===== config.mk =====
export PLATFORM = sky130hd
export DESIGN_NAME = mips_instr_encoder
export DESIGN_NICKNAME = d
export VERILOG_FILES = /design/src/rtl/mips_instr_encoder_pkg.sv /design/src/rtl/mips_instr_encoder_sync_fifo.sv /design/src/rtl/mips_instr_encoder.sv
export SDC_FILE = /design/constraint.sdc
export NUM_CORES = 1
export LEC_CHECK = 0
export CAP_MARGIN = 20
export CORE_ASPECT_RATIO = 0.6
export CORE_UTILIZATION = 45
export CTS_CLUSTER_SIZE = 10
export DETAILED_ROUTE_END_ITERATION = 6
export GPL_ROUTABILITY_DRIVEN = 0
export GPL_TIMING_DRIVEN = 0
export HOLD_SLACK_MARGIN = 0.12
export PLACE_DENSITY_LB_ADDON = 0.25
export SLEW_MARGIN = 15
export SYNTH_ARGS = -nofsm -noshare
export SYNTH_HDL_FRONTEND = slang
export SYNTH_HIERARCHICAL = 1
export SYNTH_SLANG_ARGS = --single-unit

===== constraint.sdc =====
create_clock -name clk -period 2.65 [get_ports clk]
set_clock_uncertainty 0.15 [all_clocks]
set_input_delay 0.53 -clock clk [delete_from_list [all_inputs] [get_ports clk]]
set_output_delay 0.53 -clock clk [all_outputs]
set_load 0.005 [all_outputs]

===== src/rtl/mips_instr_encoder_pkg.sv =====
// Shared definitions for the MIPS instruction encoder / IM loader.
// Contents: opcode and funct values (the same ones the control decoder recognises),
// the 5-bit mnemonic codes accepted on in_code, the FSM state encodings and the
// packed request/result payloads.
package mips_instr_encoder_pkg;

    localparam int unsigned INSTR_W = 32;
    localparam int unsigned CODE_W  = 5;
    localparam int unsigned REG_W   = 5;
    localparam int unsigned IMM_W   = 16;

    // Primary opcodes
    localparam logic [5:0] OP_RTYPE = 6'b000000;
    localparam logic [5:0] OP_ORI   = 6'b001101;
    localparam logic [5:0] OP_LW    = 6'b100011;
    localparam logic [5:0] OP_SW    = 6'b101011;
    localparam logic [5:0] OP_BEQ   = 6'b000100;
    localparam logic [5:0] OP_LUI   = 6'b001111;
    localparam logic [5:0] OP_LB    = 6'b100000;
    localparam logic [5:0] OP_LH    = 6'b100001;
    localparam logic [5:0] OP_SB    = 6'b101000;
    localparam logic [5:0] OP_SH    = 6'b101001;
    localparam logic [5:0] OP_ADDI  = 6'b001000;
    localparam logic [5:0] OP_JAS   = 6'b110110;

    // R-type funct field
    localparam logic [5:0] FN_ADD  = 6'b100000;
    localparam logic [5:0] FN_SUB  = 6'b100010;
    localparam logic [5:0] FN_ADDU = 6'b100001;
    localparam logic [5:0] FN_SUBU = 6'b100011;
    localparam logic [5:0] FN_SLL  = 6'b000000;
    localparam logic [5:0] FN_JR   = 6'b001000;
    localparam logic [5:0] FN_JALR = 6'b001001;

    // Mnemonic codes on in_code; 18..31 are undefined
    localparam logic [4:0] CODE_ADD  = 5'd0;
    localparam logic [4:0] CODE_SUB  = 5'd1;
    localparam logic [4:0] CODE_ADDU = 5'd2;
    localparam logic [4:0] CODE_SUBU = 5'd3;
    localparam logic [4:0] CODE_SLL  = 5'd4;
    localparam logic [4:0] CODE_JR   = 5'd5;
    localparam logic [4:0] CODE_JALR = 5'd6;
    localparam logic [4:0] CODE_ORI  = 5'd7;
    localparam logic [4:0] CODE_LW   = 5'd8;
    localparam logic [4:0] CODE_SW   = 5'd9;
    localparam logic [4:0] CODE_BEQ  = 5'd10;
    localparam logic [4:0] CODE_LUI  = 5'd11;
    localparam logic [4:0] CODE_LB   = 5'd12;
    localparam logic [4:0] CODE_LH   = 5'd13;
    localparam logic [4:0] CODE_SB   = 5'd14;
    localparam logic [4:0] CODE_SH   = 5'd15;
    localparam logic [4:0] CODE_ADDI = 5'd16;
    localparam logic [4:0] CODE_JAS  = 5'd17;

    // Loader FSM states
    localparam logic [1:0] ST_IDLE  = 2'd0;
    localparam logic [1:0] ST_LOAD  = 2'd1;
    localparam logic [1:0] ST_DRAIN = 2'd2;
    localparam logic [1:0] ST_DONE  = 2'd3;

    typedef struct packed {
        logic [CODE_W-1:0] code;
        logic [REG_W-1:0]  rs;
        logic [REG_W-1:0]  rt;
        logic [REG_W-1:0]  rd;
        logic [REG_W-1:0]  shamt;
        logic [IMM_W-1:0]  imm;
    } instr_req_t;

    typedef struct packed {
        logic               bad;
        logic [INSTR_W-1:0] word;
    } enc_result_t;

endpackage


===== src/rtl/mips_instr_encoder_sync_fifo.sv =====
// Synchronous FIFO buffering encoded words between the request side and IM.
// Ports: clk, reset (sync, active-high), push/wdata (write), pop (read),
//        head_c (current head word), full_c, empty_c.
// Callers must not push when full nor pop when empty.
module mips_instr_encoder_sync_fifo #(
    parameter int unsigned WIDTH = 32,
    parameter int unsigned DEPTH = 4
) (
    input  logic             clk,
    input  logic             reset,
    input  logic             push,
    input  logic [WIDTH-1:0] wdata,
    input  logic             pop,
    output logic [WIDTH-1:0] head_c,
    output logic             full_c,
    output logic             empty_c
);

    localparam int unsigned PTR_W = $clog2(DEPTH);

    // Pointers carry one extra wrap bit to tell full from empty
    logic [PTR_W:0]   wr_ptr;
    logic [PTR_W:0]   rd_ptr;
    logic [WIDTH-1:0] mem [DEPTH];

    // Pointer update
    always_ff @(posedge clk) begin
        if (reset) begin
            wr_ptr <= '0;
            rd_ptr <= '0;
        end else begin
            if (push) begin
                wr_ptr <= wr_ptr + (PTR_W + 1)'(1);
            end
            if (pop) begin
                rd_ptr <= rd_ptr + (PTR_W + 1)'(1);
            end
        end
    end

    // Storage needs no reset; contents are only read behind valid pointers
    always_ff @(posedge clk) begin
        if (push) begin
            mem[wr_ptr[PTR_W-1:0]] <= wdata;
        end
    end

    assign head_c  = mem[rd_ptr[PTR_W-1:0]];
    assign empty_c = (wr_ptr == rd_ptr);
    assign full_c  = (wr_ptr[PTR_W] != rd_ptr[PTR_W]) &&
                     (wr_ptr[PTR_W-1:0] == rd_ptr[PTR_W-1:0]);

endmodule


===== src/rtl/mips_instr_encoder.sv =====
// MIPS instruction encoder and IM program loader.
// Turns mnemonic-level requests into 32-bit machine words, buffers them and streams
// them into instruction memory at consecutive word addresses starting at base_addr.
// Ports: clk, reset (sync, active-high); start/base_addr begin a load;
//        in_valid/in_ready/in_* request handshake with in_last marking the final one;
//        im_stall back-pressure from IM; im_we/im_addr/im_wdata registered IM write;
//        done, bad_code (sticky undefined code), wrapped (sticky address wrap).
module mips_instr_encoder
    import mips_instr_encoder_pkg::*;
#(
    parameter int unsigned FIFO_DEPTH = 4,
    parameter int unsigned ADDR_W     = 12
) (
    input  logic               clk,
    input  logic               reset,
    input  logic               start,
    input  logic [ADDR_W-1:0]  base_addr,
    input  logic               in_valid,
    output logic               in_ready,
    input  logic [CODE_W-1:0]  in_code,
    input  logic [REG_W-1:0]   in_rs,
    input  logic [REG_W-1:0]   in_rt,
    input  logic [REG_W-1:0]   in_rd,
    input  logic [REG_W-1:0]   in_shamt,
    input  logic [IMM_W-1:0]   in_imm,
    input  logic               in_last,
    input  logic               im_stall,
    output logic               im_we,
    output logic [ADDR_W-1:0]  im_addr,
    output logic [INSTR_W-1:0] im_wdata,
    output logic               done,
    output logic               bad_code,
    output logic               wrapped
);

    // Mnemonic to machine word; unused fields of each format are forced to zero
    function automatic enc_result_t encode(input instr_req_t r);
        enc_result_t e;
        e.bad  = 1'b0;
        e.word = '0;
        case (r.code)
            CODE_ADD:  e.word = {OP_RTYPE, r.rs, r.rt, r.rd, 5'd0, FN_ADD};
            CODE_SUB:  e.word = {OP_RTYPE, r.rs, r.rt, r.rd, 5'd0, FN_SUB};
            CODE_ADDU: e.word = {OP_RTYPE, r.rs, r.rt, r.rd, 5'd0, FN_ADDU};
            CODE_SUBU: e.word = {OP_RTYPE, r.rs, r.rt, r.rd, 5'd0, FN_SUBU};
            CODE_SLL:  e.word = {OP_RTYPE, 5'd0, r.rt, r.rd, r.shamt, FN_SLL};
            CODE_JR:   e.word = {OP_RTYPE, r.rs, 5'd0, 5'd0, 5'd0, FN_JR};
            CODE_JALR: e.word = {OP_RTYPE, r.rs, 5'd0, r.rd, 5'd0, FN_JALR};
            CODE_ORI:  e.word = {OP_ORI,  r.rs, r.rt, r.imm};
            CODE_LW:   e.word = {OP_LW,   r.rs, r.rt, r.imm};
            CODE_SW:   e.word = {OP_SW,   r.rs, r.rt, r.imm};
            CODE_BEQ:  e.word = {OP_BEQ,  r.rs, r.rt, r.imm};
            CODE_LUI:  e.word = {OP_LUI,  5'd0, r.rt, r.imm};
            CODE_LB:   e.word = {OP_LB,   r.rs, r.rt, r.imm};
            CODE_LH:   e.word = {OP_LH,   r.rs, r.rt, r.imm};
            CODE_SB:   e.word = {OP_SB,   r.rs, r.rt, r.imm};
            CODE_SH:   e.word = {OP_SH,   r.rs, r.rt, r.imm};
            CODE_ADDI: e.word = {OP_ADDI, r.rs, r.rt, r.imm};
            CODE_JAS:  e.word = {OP_JAS,  r.rs, r.rt, r.imm};
            default:   e.bad  = 1'b1;
        endcase
        return e;
    endfunction

    logic [1:0]         state_q;
    logic [1:0]         state_d;
    logic [ADDR_W-1:0]  addr_q;
    logic [ADDR_W:0]    addr_inc;
    instr_req_t         req;
    enc_result_t        enc;
    logic               push;
    logic               pop;
    logic               start_take;
    logic               fifo_full;
    logic               fifo_empty;
    logic [INSTR_W-1:0] fifo_head;

    assign req = '{code: in_code, rs: in_rs, rt: in_rt, rd: in_rd,
                   shamt: in_shamt, imm: in_imm};
    assign enc = encode(req);

    // Full FIFO refuses input even if it pops this cycle
    assign in_ready   = (state_q == ST_LOAD) && !fifo_full;
    assign push       = in_valid && in_ready;
    assign pop        = !fifo_empty && !im_stall;
    assign start_take = start && ((state_q == ST_IDLE) || (state_q == ST_DONE));
    assign addr_inc   = {1'b0, addr_q} + (ADDR_W + 1)'(4);

    mips_instr_encoder_sync_fifo #(
        .WIDTH (INSTR_W),
        .DEPTH (FIFO_DEPTH)
    ) u_fifo (
        .clk     (clk),
        .reset   (reset),
        .push    (push),
        .wdata   (enc.word),
        .pop     (pop),
        .head_c  (fifo_head),
        .full_c  (fifo_full),
        .empty_c (fifo_empty)
    );

    // State register
    always_ff @(posedge clk) begin
        if (reset) begin
            state_q <= ST_IDLE;
        end else begin
            state_q <= state_d;
        end
    end

    // Next-state logic; DRAIN exits once the last word has been popped
    always_comb begin
        state_d = state_q;
        case (state_q)
            ST_IDLE:  if (start) state_d = ST_LOAD;
            ST_LOAD:  if (push && in_last) state_d = ST_DRAIN;
            ST_DRAIN: if (fifo_empty) state_d = ST_DONE;
            ST_DONE:  if (start) state_d = ST_LOAD;
            default:  state_d = ST_IDLE;
        endcase
    end

    // IM write port, address counter and status flags
    always_ff @(posedge clk) begin
        if (reset) begin
            addr_q   <= '0;
            im_we    <= 1'b0;
            im_addr  <= '0;
            im_wdata <= '0;
            done     <= 1'b0;
            bad_code <= 1'b0;
            wrapped  <= 1'b0;
        end else begin
            im_we <= pop;
            done  <= (state_d == ST_DONE);
            if (pop) begin
                im_addr  <= addr_q;
                im_wdata <= fifo_head;
                addr_q   <= addr_inc[ADDR_W-1:0];
                if (addr_inc[ADDR_W]) begin
                    wrapped <= 1'b1;
                end
            end
            if (push && enc.bad) begin
                bad_code <= 1'b1;
            end
            // FIFO is empty in IDLE/DONE, so a new load never collides with a pop
            if (start_take) begin
                addr_q   <= base_addr & ~ADDR_W'(3);
                bad_code <= 1'b0;
                wrapped  <= 1'b0;
            end
        end
    end

endmodule


==> flow_metrics.py <==
metrics = {
    "run_status": {
        "outcome": "complete, no violations",
    },
    "grt": {
        "antenna_found_initial": 0,
        "grt_pass1_wl_um": 27500,
        "use_met3": 0.0407,
        "grt_pass1_vias": 5059,
        "top_usage_layer": "met2",
        "grtUsageTotal": 0.206,
        "grtUsageMet2": 0.326,
        "overflow": 0,
        "gr-usage-met1": 0.289,
        "grt_start_max_net_pins": 23,
    },
    "drt": {
        "routed_via_density": 5.37,
        "avgRoutedWirePerCell_um": 18.5,
        "wirelength_um": 17300,
        "drcViolationCount": 0,
        "vias": 5035,
        "first_pass_iters": 5,
        "ant_nets": 0,
        "initialDrtViolationCount": 433,
    },
    "die": {
        "die_h_um": 104,
        "dieWidth_um": 172,
        "coreArea_sq_um": 16600,
        "start_util": 0.470,
        "io_pins": 108,
        "dieArea_sq_um": 17900,
        "rows": 36,
    },
    "place": {
        "placed_cell_area_sq_um": 9240,
        "numPortBuffers": 103,
        "hpwl_um": 12000,
        "preCtsSetupSlack_ns": -0.268,
    },
    "synth": {
        "synthCells": 571,
        "yosysSeqAreaShare": 0.661,
        "synth-edff-count": 128,
        "synth_area_per_cell_sq_um": 13.7,
        "synth_cell_types": 50,
        "ys_async_sr_fraction": 0,
        "ys_ff_latch": 194,
        "syn_area_sq_um": 7810,
        "synth_warnings": 6,
        "synth-main-ff-cell": "edfxtp_1",
    },
    "setup_path": {
        "end_kind": "flip-flop",
        "critPathKind": "reg2reg",
        "crit_buf_inv": 2,
        "path_max_fanout": 20,
        "startpoint_type": "flip-flop",
        "cp_slowest_cell": "and2_2",
        "worstPathArrival_ns": 2.61,
        "path_cells": "xor2_1 > nor3_1 > and3b_1 > clkbuf_1 > and2_2 > buf_16",
        "crit_cells": 6,
        "r2r_cells": 6,
        "slowest_delay_ns": 0.50,
        "crit_family": "simple AND/OR/NAND/NOR gates",
        "cp.required_ns": 2.62,
    },
    "finish": {
        "fin_util": 0.593,
        "design_area_sq_um": 9860,
        "area_growth_pct": 26.1,
        "mostFrequentLayoutCells": "edfxtp_1, clkdlybuf4s50_1, nand2_1",
        "seq_area_sq_um": 5160,
        "nets": 765,
        "mostFrequentLayoutCell": "edfxtp_1",
        "multi_input_area_sq_um": 2420,
        "drive_gt1_frac": 0.134,
        "antenna_cells": 0,
        "fill_cells": 1276,
    },
    "flow_run": {
        "max_cap_violations": 0,
    },
    "power": {
        "power_frac_seq": 0.487,
        "p_total_mw": 7.15,
        "power_frac_clock": 0.358,
        "p_per_area_nw_per_um2": 725,
        "switching_power_mw": 1.86,
        "total_leakage_power_nw": 3.27,
        "comb_power_share": 0.155,
        "peakVddDrop_mv": 0.453,
        "switching_share": 0.260,
        "p_int_mw": 5.29,
    },
    "sta": {
        "fin_crit_ns": 2.63,
        "tightest_slew_ns": 0.896,
        "slew_headroom": 0.399,
        "layout_setup_ws_ns": 0.0168,
        "setup_violations": 0,
        "fin_crit_sh": 0.994,
        "rsz0062_at_grt": "true",
        "slew_viol_final": 0,
        "timing.fmax_ghz": 0.380,
        "hold_violations": 0,
    },
    "cts": {
        "cts_root_buffer": "clkbuf_16",
        "cts_num_sinks": 194,
        "cts.clk_slew.worst_paths_ns": 0.08,
        "cts_max_level": 4,
        "cts_tree": "yes",
        "clockBufferDepth": 2,
        "cts_inserted_buffers": 17,
        "cts_setup_buffers": 0,
        "clock_latency_ns": 0.42,
    },
    "min_path": {
        "hold_class": "reg2reg",
        "whs_path_depth": 2,
    },
}
==> cell type report <==
class / instances / area share
buffer: 33 / 0.0207
clock buffer: 17 / 0.0432
clock inverter: 15 / 0.0178
inverter: 13 / 0.00495
multi-input combinational: 331 / 0.245
sequential: 194 / 0.524
tap: 228 / 0.0289
timing repair buffer: 107 / 0.115
==> per-layer routing <==
| metal | routed length [um] | share of wire | vias up |
|---|---|---|---|
| li1 | - | - | 2360 |
| met1 | 8140 | 0.47 | 2501 |
| met3 | 842 | 0.049 | 19 |
| met2 | 8140 | 0.47 | 155 |
| met5 | 0 | 0 | - |
| met4 | 208 | 0.012 | 0 |
==> state kept, by name (all words and copies together), names as in the netlist, 2 cells and up, named ones only <==
| name | cells |
|---|---|
| addr_q | 10 |
| u_fifo/mem | 128 |
| im_wdata | 32 |
| u_fifo/wr_ptr | 3 |
| state_q | 2 |
| im_addr | 10 |
| u_fifo/rd_ptr | 3 |
==> cells by family after synthesis <==
group,Yosys count,synth area share
other cells,1,0.000480
mux,34,0.0957
simple gates,167,0.0980
compound gates,106,0.0834
xor+xnor,13,0.0146
fa+ha+maj,9,0.0144
buf+inv,47,0.0325
flops,194,0.661
==> synthesized netlist by cell type (all sizes together) (2+ instances only) <==
| cell type | number | area [sq um] |
|---|---|---|
| nor4 | 2 | 27.5 |
| nand2b | 3 | 18.8 |
| nand4 | 2 | 12.5 |
| edfxtp | 128 | 3840 |
| nor3 | 6 | 30.0 |
| xnor2 | 9 | 78.8 |
| ha | 9 | 113 |
| mux4 | 32 | 728 |
| o21ai | 9 | 45.0 |
| inv | 13 | 48.8 |
| a22oi | 2 | 15.0 |
| nor2b | 10 | 62.6 |
| a22o | 10 | 87.6 |
| a211oi | 11 | 87.6 |
| buf | 20 | 153 |
| nor2 | 21 | 78.8 |
| and2 | 13 | 81.3 |
| nand3b | 2 | 15.0 |
| a21oi | 57 | 285 |
| and3b | 2 | 17.5 |
| nand2 | 97 | 364 |
| nand3 | 4 | 20.0 |
| clkbuf | 14 | 52.6 |
| mux2i | 2 | 20.0 |
| a31oi | 4 | 25.0 |
| a21o | 2 | 15.0 |
| dfxtp | 66 | 1320 |
| xor2 | 4 | 35.0 |
| o22ai | 2 | 12.5 |
| a21bo | 2 | 20.0 |
| a311oi | 2 | 17.5 |
==> what timing repair did <==
action / 4_1_cts / 5_1_grt
setup endpoints to repair: 3 / 83
resized for setup: 0 / 5
hold buffers: 0 / 0
==> worst reg2reg max path, stage by stage (launching register included) <==
cell,delay [ns]
dfxtp_1,0.45
xor2_1,0.24
nor3_1,0.10
and3b_1,0.31
clkbuf_1,0.33
and2_2,0.50
buf_16,0.24
==> power by group through the flow <==
stage	clock network (mW)	registers [mW]	logic, mW
global placement	0	3.54	1.06
finish	2.56	3.48	1.11
global route	2.72	3.50	1.21
CTS	2.60	3.48	1.11
floorplan	0	3.53	0.660
detailed placement	0	3.55	1.11
==> worst paths after layout <==
| kind | from | endpoint | slack, ns |
|---|---|---|---|
| setup / recovery | u_fifo/wr_ptr[0] | u_fifo/mem[3][6] | 0.02 |
| hold / removal | im_wdata[14] | im_wdata[14] | 0.31 |
| setup reg to reg | u_fifo/wr_ptr[0] | u_fifo/mem[3][6] | 0.02 |
| hold reg to reg | im_wdata[14] | im_wdata[14] | 0.31 |
==> stage by stage <==
step	TNS, ns	hold slack [ns]	std cells
after floorplan	0	0.303	572
after global placement	-121.91	0.295	903
after detailed placement	-24.50	0.299	907
after CTS	0	0.311	938
after global routing	-2.37	0.328	938
final	0	0.307	938
Power figures use the tool's default switching activity.
